--- src/rtl/muxn_arb.sv ---
// N-channel, W-bit registered mux with valid/ready handshake, select or round-robin grant.
// Optional burst lock is compiled in with `define MUXN_LOCK_EN (iLAST is ignored otherwise).
module muxn_arb #(
    parameter int W    = 8,
    parameter int N    = 4,
    parameter int SELW = $clog2(N)
) (
    input  logic              iCLK,
    input  logic              iRSTn,
    input  logic              iMODE,
    input  logic [SELW-1:0]   iSEL,
    input  logic [N*W-1:0]    iDATA,
    input  logic [N-1:0]      iVALID,
    input  logic [N-1:0]      iLAST,
    output logic [N-1:0]      oREADY,
    output logic [W-1:0]      oDATA,
    output logic              oVALID,
    output logic [SELW-1:0]   oCH,
    input  logic              iREADY
);

    logic [W-1:0]    data_q, data_d;
    logic [SELW-1:0] ch_q, ch_d;
    logic [SELW-1:0] ptr_q, ptr_d;
    logic            valid_q, valid_d;

    logic            sel_vld_s, rr_vld_s, grant_vld_s;
    logic [SELW-1:0] sel_idx_s, rr_idx_s, grant_idx_s;
    logic            rr_hit_s;
    logic [W-1:0]    data_sel_s;
    logic            last_sel_s;
    logic            load_en_s;
    logic            xfer_s;

`ifdef MUXN_LOCK_EN
    logic            lock_q, lock_d;
`else
    logic            unused_last_s;
    assign unused_last_s = ^iLAST;
`endif

    // Candidate grants for both modes; rr walks from farthest to nearest so the nearest valid wins.
    always_comb begin
        sel_vld_s = 1'b0;
        sel_idx_s = {SELW{1'b0}};
        rr_vld_s  = 1'b0;
        rr_idx_s  = {SELW{1'b0}};
        rr_hit_s  = 1'b0;
        for (int k = 0; k < N; k++) begin
            sel_vld_s = sel_vld_s | ((iSEL == SELW'(k)) && iVALID[k]);
            sel_idx_s = ((iSEL == SELW'(k)) && iVALID[k]) ? SELW'(k) : sel_idx_s;
        end
        for (int off = N; off >= 1; off--) begin
            for (int k = 0; k < N; k++) begin
                rr_hit_s = iVALID[k] && (((int'(ptr_q) + off) % N) == k);
                rr_vld_s = rr_vld_s | rr_hit_s;
                rr_idx_s = rr_hit_s ? SELW'(k) : rr_idx_s;
            end
        end
    end

    // Final grant: a held burst lock overrides both modes and waits on the locked channel.
    always_comb begin
        grant_vld_s = iMODE ? rr_vld_s : sel_vld_s;
        grant_idx_s = iMODE ? rr_idx_s : sel_idx_s;
`ifdef MUXN_LOCK_EN
        if (lock_q) begin
            grant_idx_s = ptr_q;
            grant_vld_s = 1'b0;
            for (int k = 0; k < N; k++) begin
                grant_vld_s = grant_vld_s | ((ptr_q == SELW'(k)) && iVALID[k]);
            end
        end else begin
            grant_idx_s = grant_idx_s;
        end
`endif
    end

    // Data/last of the granted channel and per-channel ready.
    always_comb begin
        data_sel_s = {W{1'b0}};
        last_sel_s = 1'b0;
        oREADY     = {N{1'b0}};
        load_en_s  = !valid_q || iREADY;
        xfer_s     = load_en_s && grant_vld_s;
        for (int k = 0; k < N; k++) begin
            data_sel_s = (grant_idx_s == SELW'(k)) ? iDATA[k*W +: W] : data_sel_s;
            last_sel_s = (grant_idx_s == SELW'(k)) ? iLAST[k] : last_sel_s;
            oREADY[k]  = iRSTn && xfer_s && (grant_idx_s == SELW'(k));
        end
    end

    // Output register next-state: load on transfer, empty on drain with no grant.
    always_comb begin
        data_d  = data_q;
        ch_d    = ch_q;
        valid_d = valid_q;
        ptr_d   = ptr_q;
`ifdef MUXN_LOCK_EN
        lock_d  = lock_q;
`endif
        if (xfer_s) begin
            data_d  = data_sel_s;
            ch_d    = grant_idx_s;
            valid_d = 1'b1;
            ptr_d   = grant_idx_s;
`ifdef MUXN_LOCK_EN
            lock_d  = !last_sel_s;
`endif
        end else if (load_en_s) begin
            valid_d = 1'b0;
        end else begin
            valid_d = valid_q;
        end
    end

    // State registers; ptr resets to N-1 so channel 0 wins the first round-robin grant.
    always_ff @(posedge iCLK or negedge iRSTn) begin
        if (!iRSTn) begin
            data_q  <= {W{1'b0}};
            ch_q    <= {SELW{1'b0}};
            valid_q <= 1'b0;
            ptr_q   <= SELW'(N - 1);
`ifdef MUXN_LOCK_EN
            lock_q  <= 1'b0;
`endif
        end else begin
            data_q  <= data_d;
            ch_q    <= ch_d;
            valid_q <= valid_d;
            ptr_q   <= ptr_d;
`ifdef MUXN_LOCK_EN
            lock_q  <= lock_d;
`endif
        end
    end

    assign oDATA  = data_q;
    assign oCH    = ch_q;
    assign oVALID = valid_q;

endmodule

--- config.mk ---
export PLATFORM = sky130hd
export DESIGN_NAME = muxn_arb
export DESIGN_NICKNAME = d
export VERILOG_FILES = /design/src/rtl/muxn_arb.sv
export SDC_FILE = /design/constraint.sdc
export NUM_CORES = 1
export LEC_CHECK = 0
export CAP_MARGIN = 20
export CORE_ASPECT_RATIO = 0.75
export CORE_UTILIZATION = 39
export DETAILED_ROUTE_END_ITERATION = 7
export GPL_TIMING_DRIVEN = 0
export HOLD_SLACK_MARGIN = 0.05
export PLACE_DENSITY = 0.83
export SYNTH_ARGS = -nofsm -noshare
export SYNTH_HDL_FRONTEND = slang
export SYNTH_SLANG_ARGS = --single-unit
--- constraint.sdc ---
create_clock -name iCLK -period 4.75 [get_ports iCLK]
set_clock_uncertainty 0.2 [all_clocks]
set_input_delay 0.95 -clock iCLK [delete_from_list [all_inputs] [get_ports iCLK]]
set_output_delay 0.95 -clock iCLK [all_outputs]
set_load 0.01 [all_outputs]
==> impl_metrics.ini <==
[outcome]
status = completed

[place]
dpl_worst_slack_ns = -0.0177
gp_congestion = 0.796
dpl.hpwl_mm = 1.96
placed_cell_area_sq_mm = 0.00157
port_buffers = 56

[flow_run]
max_cap_violations = 0

[global_route]
grtUsageTotal_pct = 21.0
antenna_found_initial = 0
grt.overflow.total = 0
grt_max_degree = 16
grt_pass1_wl_mm = 3.97
grt_pass1_vias = 864

[clock_network]
cts_hold_buf = 0
cts_buffers = 3
cts_tree = done
clkSinkCount = 13
clock_latency_ns = 0.29
clk_pin_slew_worst_paths_ns = 0.08
h-tree-depth = 1
clockRootBuffer = clkbuf_4
clk_path_buf_depth = 2

[synth]
yosysMostFrequentCell = dfrtp_1
synth_edf_count = 0
netlist.top_cell.by_area = dfrtp_1
ys_types = 28
ys_seq_area_share_pct = 33.9
synth_top_area_share_pct = 28.5
synth.net_count = 130
yosys-top-cells-area = dfrtp_1 28%, mux4_2 21%, mux2_2 12%
synth_commonest_cells = 11 x dfrtp_1, 10 x mux2_2, 9 x mux4_2, 8 x nor2_1, 6 x o21ai_1
synthCells = 84
yosysWarningCount = 0
syn_area_sq_um = 967
synthArstFlopShare_pct = 100
synthFlopType = dfrtp_1
ys_ff_latch = 13
syn-mean-instance-area_sq_um = 11.5

[layout]
syn2layout_area_growth_pct = 68.6
final_util_pct = 70.1
seqCellArea_sq_um = 328
design_area_sq_mm = 0.00163
n_antenna_cell = 0
n_fill_cell = 204
multi_input_area_sq_um = 599
nets = 194
drive_gt1_share_pct = 24.5

[setup_path]
cp_cell_sequence = clkdlybuf4s50_1, nand2b_4, o211ai_1, a21oi_1, a211oi_4, buf_4, o21ai_1, nor2_1, clkdlybuf4s50_1
path_buf_inv = 3
worst_path_dominant_cell_family = buffers and inverters
ff2ff_path_depth = 8
arrival_ns = 3.38
critPathLaunchType = primary input
r2r_start = ptr_q[1]
cp_common_cell = clkdlybuf4s50_1
path_class = primary input to primary output
crit_required_ns = 3.60
path_max_fanout = 10
worst-r2r-setup-slack_ns = 2.13
end_kind = primary output
r2r-end = oDATA[7]
cp_slowest_cell = clkdlybuf4s50_1
slowest_delay_ns = 0.63

[min_path]
hold-path-endpoint = oCH[0]
hold_class = flip-flop to flip-flop
hold_path_depth = 1
min_from = oCH[0]

[sta]
setup_slack_ns = 0.215
period_needed_ns = 4.53
min_period_over_period_pct = 95.5
worstMarginPinSlew_ns = 0.634
fmax_ghz = 0.221
timing.slew.headroom_pct = 57.6
setup_tns_ns = 0
final-setup-viol-count = 0
drv_slew = 0
hold_viol = 0
rsz0062_at_grt = no

[power]
power_density_mw_per_mm2 = 323
ir_drop_v = 0.000210
finalPower_uw = 526
p_leak_nw = 0.620

[drt]
first_pass_iters = 4
vias = 947
drcViolationCount = 0
viasPerCell = 5.23
wl_per_cell_um = 13.7
final_antenna_net_count = 0
drt_iter0_drc = 31
wirelength_mm = 2.48

[die]
die_h_um = 45.1
die_area_sq_mm = 0.00268
die_w_um = 59.5
core_sq_mm = 0.00233
num_rows = 15
num_io_pins = 61
start_util_pct = 41.6
[what timing repair did]
action,in CTS,in global routing
pin swaps,0,1
setup buffers,0,3
setup endpoints to repair,3,4
gates resized for setup,1,1
[cell usage in the layout, fill, tap and decap left out, drive strengths merged, types with 2 or more instances in the layout]
cell           synthesis  layout
dfstp                  2       2
o21ai                  8       8
mux2                  12      12
dfrtp                 11      11
nand2b                 2       2
clkdlybuf4s50          0      56
nor2b                  3       3
nor2                   8       8
mux4                   9       9
nand2                  5       5
clkbuf                 0       3
inv                    4       4
a21oi                  5       5
buf                    4       7
[cells by family after synthesis]
kind of cell,count (synthesis),share of synthesized area [%]
muxes,22,36.0
DFF,13,33.9
and+or+nand+nor,21,11.3
buffers and inverters,8,5.17
AOI/OAI and AO/OA,20,13.7
[worst max-delay path by stage]
stage	startpoint	end	slack [ns]	depth (start not counted)
global placement	iVALID[2]	oREADY[3]	0.07	9
global route	iVALID[2]	oREADY[3]	0.04	9
finish	iVALID[2]	oREADY[1]	0.22	9
detailed placement	iVALID[2]	oREADY[3]	-0.02	9
floorplan	iVALID[0]	oREADY[2]	1.43	7
CTS	iVALID[2]	oREADY[3]	0.06	8
[sequential cells by signal, summed over array words and instances, names as in the netlist]
register,flops
oCH,2
oDATA,8
oVALID,1
ptr_q,2
[through the flow]
step	cells	hold slack, ns
after floorplan	84	0.329
after global placement	174	0.269
after detailed placement	174	0.279
after CTS	178	0.303
after global routing	181	0.322
final	181	0.300
[layout make-up]
class	instances	share of cell area, %
multi-input cells	63	36.8
repair buffers	59	35.8
flip-flops and latches	13	20.1
well taps	34	2.61
plain buffers	4	2.15
clock buffers	3	1.38
inverters	4	0.921
clock inverters	1	0.307
[where the power goes]
group	switching [mW]	leakage, nW	internal, mW	total, mW
Clock	0.0402	0.0177	0.0314	0.0716
Combinational	0.112	0.455	0.175	0.287
Sequential	0.0175	0.148	0.150	0.167
[worst register-to-register path, stage by stage (launching register included)]
cell and delay (ns):
dfstp_2 0.53, buf_6 0.12, nand2b_4 0.13, a22oi_2 0.08
o2111a_1 0.25, nor2_1 0.21, buf_6 0.21, mux4_2 0.50
mux2_2 0.27
[metal layers]
layer  up-vias  global-route usage, %  part of all wire, %
li1        443                      -                    -
met1       464                   24.0                   40
met2        36                   35.5                   52
met3         4                   8.60                  7.1
met4         0                   8.37                 0.93
met5         -                      0                    0
Note: power is estimated with default switching activity, not from simulation.
